[src/rtl/regfile_mp_sb_if.sv]
// Register-file port bundle: read ports, two write-back ports, issue/flush scoreboard
// controls, collision flag and debug tap. Vectors are packed port-major.
interface regfile_mp_sb_if #(
    parameter int XLEN = 32,
    parameter int NREG = 32,
    parameter int NRP  = 2
);
    localparam int AW = $clog2(NREG);

    logic [NRP*AW-1:0]   rd_addr;
    logic [NRP*XLEN-1:0] rd_data;
    logic [NRP-1:0]      rd_busy;
    logic [1:0]          wr_en;
    logic [2*AW-1:0]     wr_addr;
    logic [2*XLEN-1:0]   wr_data;
    logic                iss_en;
    logic [AW-1:0]       iss_addr;
    logic                flush;
    logic                wr_err;
    logic [XLEN-1:0]     dbg_data;

    modport master (
        output rd_addr, wr_en, wr_addr, wr_data, iss_en, iss_addr, flush,
        input  rd_data, rd_busy, wr_err, dbg_data
    );
    modport slave (
        input  rd_addr, wr_en, wr_addr, wr_data, iss_en, iss_addr, flush,
        output rd_data, rd_busy, wr_err, dbg_data
    );
endinterface

[src/rtl/regfile_mp_sb.sv]
// Multi-port integer register file with write-to-read bypass and a busy-bit
// scoreboard for RAW stalls; x0 reads as zero and is never busy.
module regfile_mp_sb_rdport #(
    parameter int XLEN = 32,
    parameter int AW   = 5
) (
    input  logic [AW-1:0]        rd_addr,
    input  logic [1:0]           wr_en,
    input  logic [1:0][AW-1:0]   wr_addr,
    input  logic [1:0][XLEN-1:0] wr_data,
    input  logic [XLEN-1:0]      reg_val,
    input  logic                 busy_bit,
    output logic [XLEN-1:0]      rd_data,
    output logic                 rd_busy
);
    logic hit0, hit1;

    always_comb begin
        hit1    = wr_en[1] && (wr_addr[1] == rd_addr);
        hit0    = wr_en[0] && (wr_addr[0] == rd_addr);
        rd_data = reg_val;
        rd_busy = busy_bit & ~(hit0 | hit1);
        if (rd_addr == '0) begin
            rd_data = '0;
            rd_busy = 1'b0;
        end else if (hit1) begin
            rd_data = wr_data[1];
        end else if (hit0) begin
            rd_data = wr_data[0];
        end
    end
endmodule

module regfile_mp_sb #(
    parameter int XLEN    = 32,
    parameter int NREG    = 32,
    parameter int NRP     = 2,
    parameter int DBG_IDX = 31
) (
    input logic         clk,
    input logic         rst,
    regfile_mp_sb_if.slave bus
);
    localparam int AW = $clog2(NREG);

    logic [NREG-1:0][XLEN-1:0] regs_q, regs_d;
    logic [NREG-1:0]           busy_q, busy_d;
    logic                      wr_err_q, wr_err_d;

    logic [1:0][AW-1:0]     wa;
    logic [1:0][XLEN-1:0]   wd;
    logic [NRP-1:0][AW-1:0]   ra;
    logic [NRP-1:0][XLEN-1:0] rdd;

    assign wa = bus.wr_addr;
    assign wd = bus.wr_data;
    assign ra = bus.rd_addr;

    always_comb begin
        regs_d   = regs_q;
        busy_d   = busy_q;
        wr_err_d = bus.wr_en[0] & bus.wr_en[1] & (wa[0] == wa[1]) & (wa[0] != '0);
        // Port 1 is applied last so it wins a same-register collision.
        for (int w = 0; w < 2; w++)
            if (bus.wr_en[w] && wa[w] != '0) regs_d[wa[w]] = wd[w];
        for (int r = 1; r < NREG; r++) begin
            if (bus.flush)
                busy_d[r] = 1'b0;
            else if (bus.iss_en && bus.iss_addr == AW'(r))
                busy_d[r] = 1'b1;
            else if ((bus.wr_en[0] && wa[0] == AW'(r)) || (bus.wr_en[1] && wa[1] == AW'(r)))
                busy_d[r] = 1'b0;
        end
        regs_d[0] = '0;
        busy_d[0] = 1'b0;
    end

    always_ff @(posedge clk or posedge rst) begin
        if (rst) begin
            regs_q   <= '0;
            busy_q   <= '0;
            wr_err_q <= 1'b0;
        end else begin
            regs_q   <= regs_d;
            busy_q   <= busy_d;
            wr_err_q <= wr_err_d;
        end
    end

    for (genvar p = 0; p < NRP; p++) begin : g_rd
        regfile_mp_sb_rdport #(.XLEN(XLEN), .AW(AW)) u_rd (
            .rd_addr (ra[p]),
            .wr_en   (bus.wr_en),
            .wr_addr (wa),
            .wr_data (wd),
            .reg_val (regs_q[ra[p]]),
            .busy_bit(busy_q[ra[p]]),
            .rd_data (rdd[p]),
            .rd_busy (bus.rd_busy[p])
        );
    end

    assign bus.rd_data  = rdd;
    assign bus.wr_err   = wr_err_q;
    assign bus.dbg_data = regs_q[DBG_IDX];
endmodule

[src/flat_wrapper.sv]
// flat-port wrapper written by rule: the top's interface ports become plain ports
module regfile_mp_sb_flat 
#(
    parameter int XLEN    = 32,
    parameter int NREG    = 32,
    parameter int NRP     = 2,
    parameter int DBG_IDX = 31
)
  (clk, rst, bus_rd_addr, bus_wr_en, bus_wr_addr, bus_wr_data, bus_iss_en, bus_iss_addr, bus_flush, bus_rd_data, bus_rd_busy, bus_wr_err, bus_dbg_data);
  regfile_mp_sb_if #(.XLEN(XLEN), .NREG(NREG), .NRP(NRP)) bus_i ();
  input logic clk;
  input logic rst;
  input wire logic [$bits(bus_i.rd_addr)-1:0] bus_rd_addr;
  input wire logic [$bits(bus_i.wr_en)-1:0] bus_wr_en;
  input wire logic [$bits(bus_i.wr_addr)-1:0] bus_wr_addr;
  input wire logic [$bits(bus_i.wr_data)-1:0] bus_wr_data;
  input wire logic [$bits(bus_i.iss_en)-1:0] bus_iss_en;
  input wire logic [$bits(bus_i.iss_addr)-1:0] bus_iss_addr;
  input wire logic [$bits(bus_i.flush)-1:0] bus_flush;
  output wire logic [$bits(bus_i.rd_data)-1:0] bus_rd_data;
  output wire logic [$bits(bus_i.rd_busy)-1:0] bus_rd_busy;
  output wire logic [$bits(bus_i.wr_err)-1:0] bus_wr_err;
  output wire logic [$bits(bus_i.dbg_data)-1:0] bus_dbg_data;
  assign bus_i.rd_addr = bus_rd_addr;
  assign bus_i.wr_en = bus_wr_en;
  assign bus_i.wr_addr = bus_wr_addr;
  assign bus_i.wr_data = bus_wr_data;
  assign bus_i.iss_en = bus_iss_en;
  assign bus_i.iss_addr = bus_iss_addr;
  assign bus_i.flush = bus_flush;
  assign bus_rd_data = bus_i.rd_data;
  assign bus_rd_busy = bus_i.rd_busy;
  assign bus_wr_err = bus_i.wr_err;
  assign bus_dbg_data = bus_i.dbg_data;
  regfile_mp_sb #(.XLEN(XLEN), .NREG(NREG), .NRP(NRP), .DBG_IDX(DBG_IDX)) u_core (.clk(clk), .rst(rst), .bus(bus_i));
endmodule
[config.mk]
export PLATFORM = sky130hd
export DESIGN_NAME = regfile_mp_sb_flat
export DESIGN_NICKNAME = d
export VERILOG_FILES = /design/src/rtl/regfile_mp_sb_if.sv /design/src/rtl/regfile_mp_sb.sv /design/src/flat_wrapper.sv
export SDC_FILE = /design/constraint.sdc
export NUM_CORES = 2
export LEC_CHECK = 0
export BUFFER_PORTS_ARGS = -buffer_cell sky130_fd_sc_hd__buf_4
export CORE_MARGIN = 10
export CORE_UTILIZATION = 46
export DETAILED_ROUTE_END_ITERATION = 10
export GPL_TIMING_DRIVEN = 0
export PLACE_DENSITY = 0.71
export RECOVER_POWER = 25
export SYNTH_ARGS = -nofsm -noshare
export SYNTH_HDL_FRONTEND = slang
export SYNTH_SLANG_ARGS = --single-unit
[constraint.sdc]
create_clock -name clk -period 40.7 [get_ports clk]
set_input_delay 8.14 -clock clk [delete_from_list [all_inputs] [get_ports clk]]
set_output_delay 8.14 -clock clk [all_outputs]
set_load 0.01 [all_outputs]
==> summary.txt <==
Logic synthesis
  • Asr flop ratio synth: 1.00
  • Syn Std Cell Area: 0.0662 sq mm
  • Mapped Nets: 6963
  • Synthesis Warnings: 0
  • Yosys reg bits: 1024
  • Synth Area in XOR/XNOR: 0.00331
  • Largest family of logic cells by synthesized area: multiplexers
  • Area fraction in compound gates after synthesis: 0.172
  • Synth top area share: 0.387
  • Post-synthesis sequential area ratio: 0.387
  • Netlist cell types: 59
  • Leading area contributor after synthesis: dfrtp_1
  • Average size of a mapped cell: 9.65 sq um
  • EDFF count, synth: 0
  • Post-Synth Simple-Gate Area: 0.121
  • Post-Synth Adder-Cell Area: 0
  • Post-synthesis mux area share: 0.257
  • Synthesized netlist cell count: between 6000 and 7000
  • Leading post-synthesis cells by cell area: dfrtp_1, mux2i_1, mux4_2
  • Top FF cell, synth: dfrtp_1

Route
  • DRC: 0
  • First drt pass iteration count: 9
  • Wirelength, routed: about 400 mm
  • Drt initial violations: ~11000
  • WL/cell: 43.9 microns
  • Routed vias/inst: 7.35
  • Post-DRT Antenna Nets: 0
  • Via count: 67300

Setup path
  • Crit-path max FO: around 110
  • R2r worst-path depth: 2
  • FF-to-FF Start: u_core.regs_q[608]
  • Critical path origin: rst
  • Crit Path Class: primary input to asynchronous set/reset pin
  • Critical path endpoint category: asynchronous set/reset pin
  • CP Launch Type: primary input
  • WP data required: 40.06 ns
  • Critical path arrival: 20.61 ns

Power
  • Peak supply drop: 0.0417 mV
  • Leak Pwr: between 30 and 40 nW
  • Tot Pwr: 3.81 mW
  • PwrDens: 51.4 mW/mm^2

STA
  • Unrepaired setup endpoints after global routing: no
  • Final setup fails: 0
  • Hold Vio Cnt, Final: 0
  • Minimum clock period: ~21 ns
  • Clock Skew: 0 ns
  • TNS Setup: 0 ns
  • Relative slew margins: -3.39
  • Setup slack after layout: 19.46 ns
  • Max Fclk: approximately 47 MHz
  • Fin. max-slew vios: 824
  • WHS: 0.565 ns
  • Final worst-path cycle share: 0.522
  • Slew at the pin with the worst max-slew slack: 6.59 ns

Floorplanning
  • Core Box Area: 0.143 sq mm
  • Die W: 399 microns
  • Std-Cell Rows: 139
  • Die Area: 0.160 sq mm
  • IO Pins: a little under 200
  • Die H: between 300 and 400 microns
  • Initial core utilization: 0.462

Flow run
  • Max cap viols: 16

Worst hold path
  • Hold Crit Class: flop to flop
  • Hold Path Stages: 2
  • Min-delay src: u_core.regs_q[923]

CTS
  • Post_cts resized: 0
  • CTS sink cnt: 1024
  • Max clock buf depth: 3
  • CTS H-tree depth: 4
  • Clock transition at path regs: 0.06 ns
  • Num CTS Buffers: 130
  • Clock root cell: clkbuf_16
  • Hold buffer count at cts: 0
  • Clock tree from TritonCTS: done
  • # Post-CTS Setup Buffers: 0
  • Worst-Skew Late Latency: about 0.82 ns

Final layout
  • Fraction of layout instances using a drive strength above 1: 0.153
  • Most frequent cells in the layout: dfrtp_1, nor2_1, nand2_1, mux2i_1, clkbuf_1
  • Post-layout util: 0.517
  • Area occupied by multi-input gates: roughly 0.037 sq mm
  • # fillers: ~13000
  • Area growth, synth to finish: 11.8%
  • Fin area: 0.0740 sq mm
  • Post-Layout Cell Count: 9151
  • Most common cell after layout, fill and taps aside: dfrtp_1
  • Layout net count: 7232
  • Sequential cell area: approximately 0.026 sq mm

Placement
  • Pre-CTS worst setup slack: 20.31 ns
  • Post-DP HPWL: 307 mm
  • DP Area: 0.0699 sq mm
  • Placed Cells: 8907
  • IO buf count: between 100 and 150
  • Gp weighted congestion: 1.09

Run status
  • Failing checks: capacitance limit, slew limit
  • Outcome: complete, but fails checks

Global routing
  • First-pass GRT wire length: 535 mm
  • Vias in the first global route: 63100
  • Gr usage total: 0.486
  • Number of antenna violations at the first check in global routing: 15
  • Grt ovf: 0
  • Largest net degree at the start of global routing: 128
synthesized netlist by cell type (3+ instances only):
cell / count
or2_2: 7
a22o_1: 66
xnor2_1: 17
nor4_1: 3
o21a_1: 3
a31oi_1: 237
buf_6: 13
o221ai_1: 32
nand3b_1: 5
nand3_1: 11
a221oi_1: 64
nand2b_1: 75
buf_4: 65
a32oi_1: 205
mux4_2: 334
nand2_1: 801
clkbuf_1: 560
nor2_2: 3
dfrtp_1: 1024
and2_1: 7
mux2i_1: 800
nand4_1: 5
o32ai_2: 30
o21ai_1: 55
clkbuf_2: 3
and3b_1: 3
xor2_1: 8
a211oi_1: 65
a21oi_1: 530
buf_2: 178
a22oi_1: 130
buf_1: 95
o21ai_0: 177
o31ai_1: 32
mux2_2: 135
nor4_2: 3
a311oi_1: 64
nor3b_1: 3
nor3_1: 97
nor2b_1: 83
nor2_1: 819
routing by layer:
| metal | GRT usage | up-vias | part of all wire |
|---|---|---|---|
| met5 | 0 | - | 0.00020 |
| met4 | 0.377 | 12 | 0.098 |
| met3 | 0.178 | 1484 | 0.14 |
| met2 | 0.669 | 6375 | 0.40 |
| met1 | 0.614 | 33700 | 0.36 |
| li1 | - | 25700 | - |
path summary, 6_finish.rpt:
| check | endpoint | slack [ns] |
|---|---|---|
| worst max-delay path | u_core.regs_q[608] | 19.46 |
| worst min-delay path | u_core.regs_q[923] | 0.57 |
| worst max register to register | u_core.regs_q[608] | 39.19 |
| worst min register to register | u_core.regs_q[923] | 0.57 |
| max in group clk | bus_rd_data[51] | 19.75 |
| min in group asynchronous | u_core.regs_q[375] | 8.71 |
sequential cells by signal, indices dropped and copies added (netlist names):
signal               count
u_core.bus.wr_err        1
u_core.regs_q          960
u_core.busy_q           31
u_core.bus.dbg_data     32
critical path, cell delays in order:
cell	delay, ns
clkbuf_4	0.11
clkinvlp_2	2.54
clkbuf_1	4.67
clkbuf_1	4.74
cells by family (layout without fill, tap and decap cells):
family	count (synthesis)	after routing
AND/OR/NAND/NOR	1937	1937
AO/OA/AOI/OAI	1698	1698
multiplexers	1269	1269
flip-flops	1024	1024
buffers and inverters	915	1279
XOR/XNOR	25	25
other	0	16
power by group:
part           internal, mW  switching [mW]
Sequential             1.29           0.245
Clock                 0.675           0.529
Combinational         0.489           0.585
Total                  2.45            1.36
area by class of cell:
type	count	share of cell area
repair buffers	137	0.0146
multi-input cells	4929	0.495
inverters	1	0.0000676
flip-flops and latches	1024	0.346
clock buffers	195	0.0512
diodes	16	0.000541
clock inverters	32	0.00595
plain buffers	914	0.0541
well taps	1903	0.0322
Power figures use the tool's default switching activity.
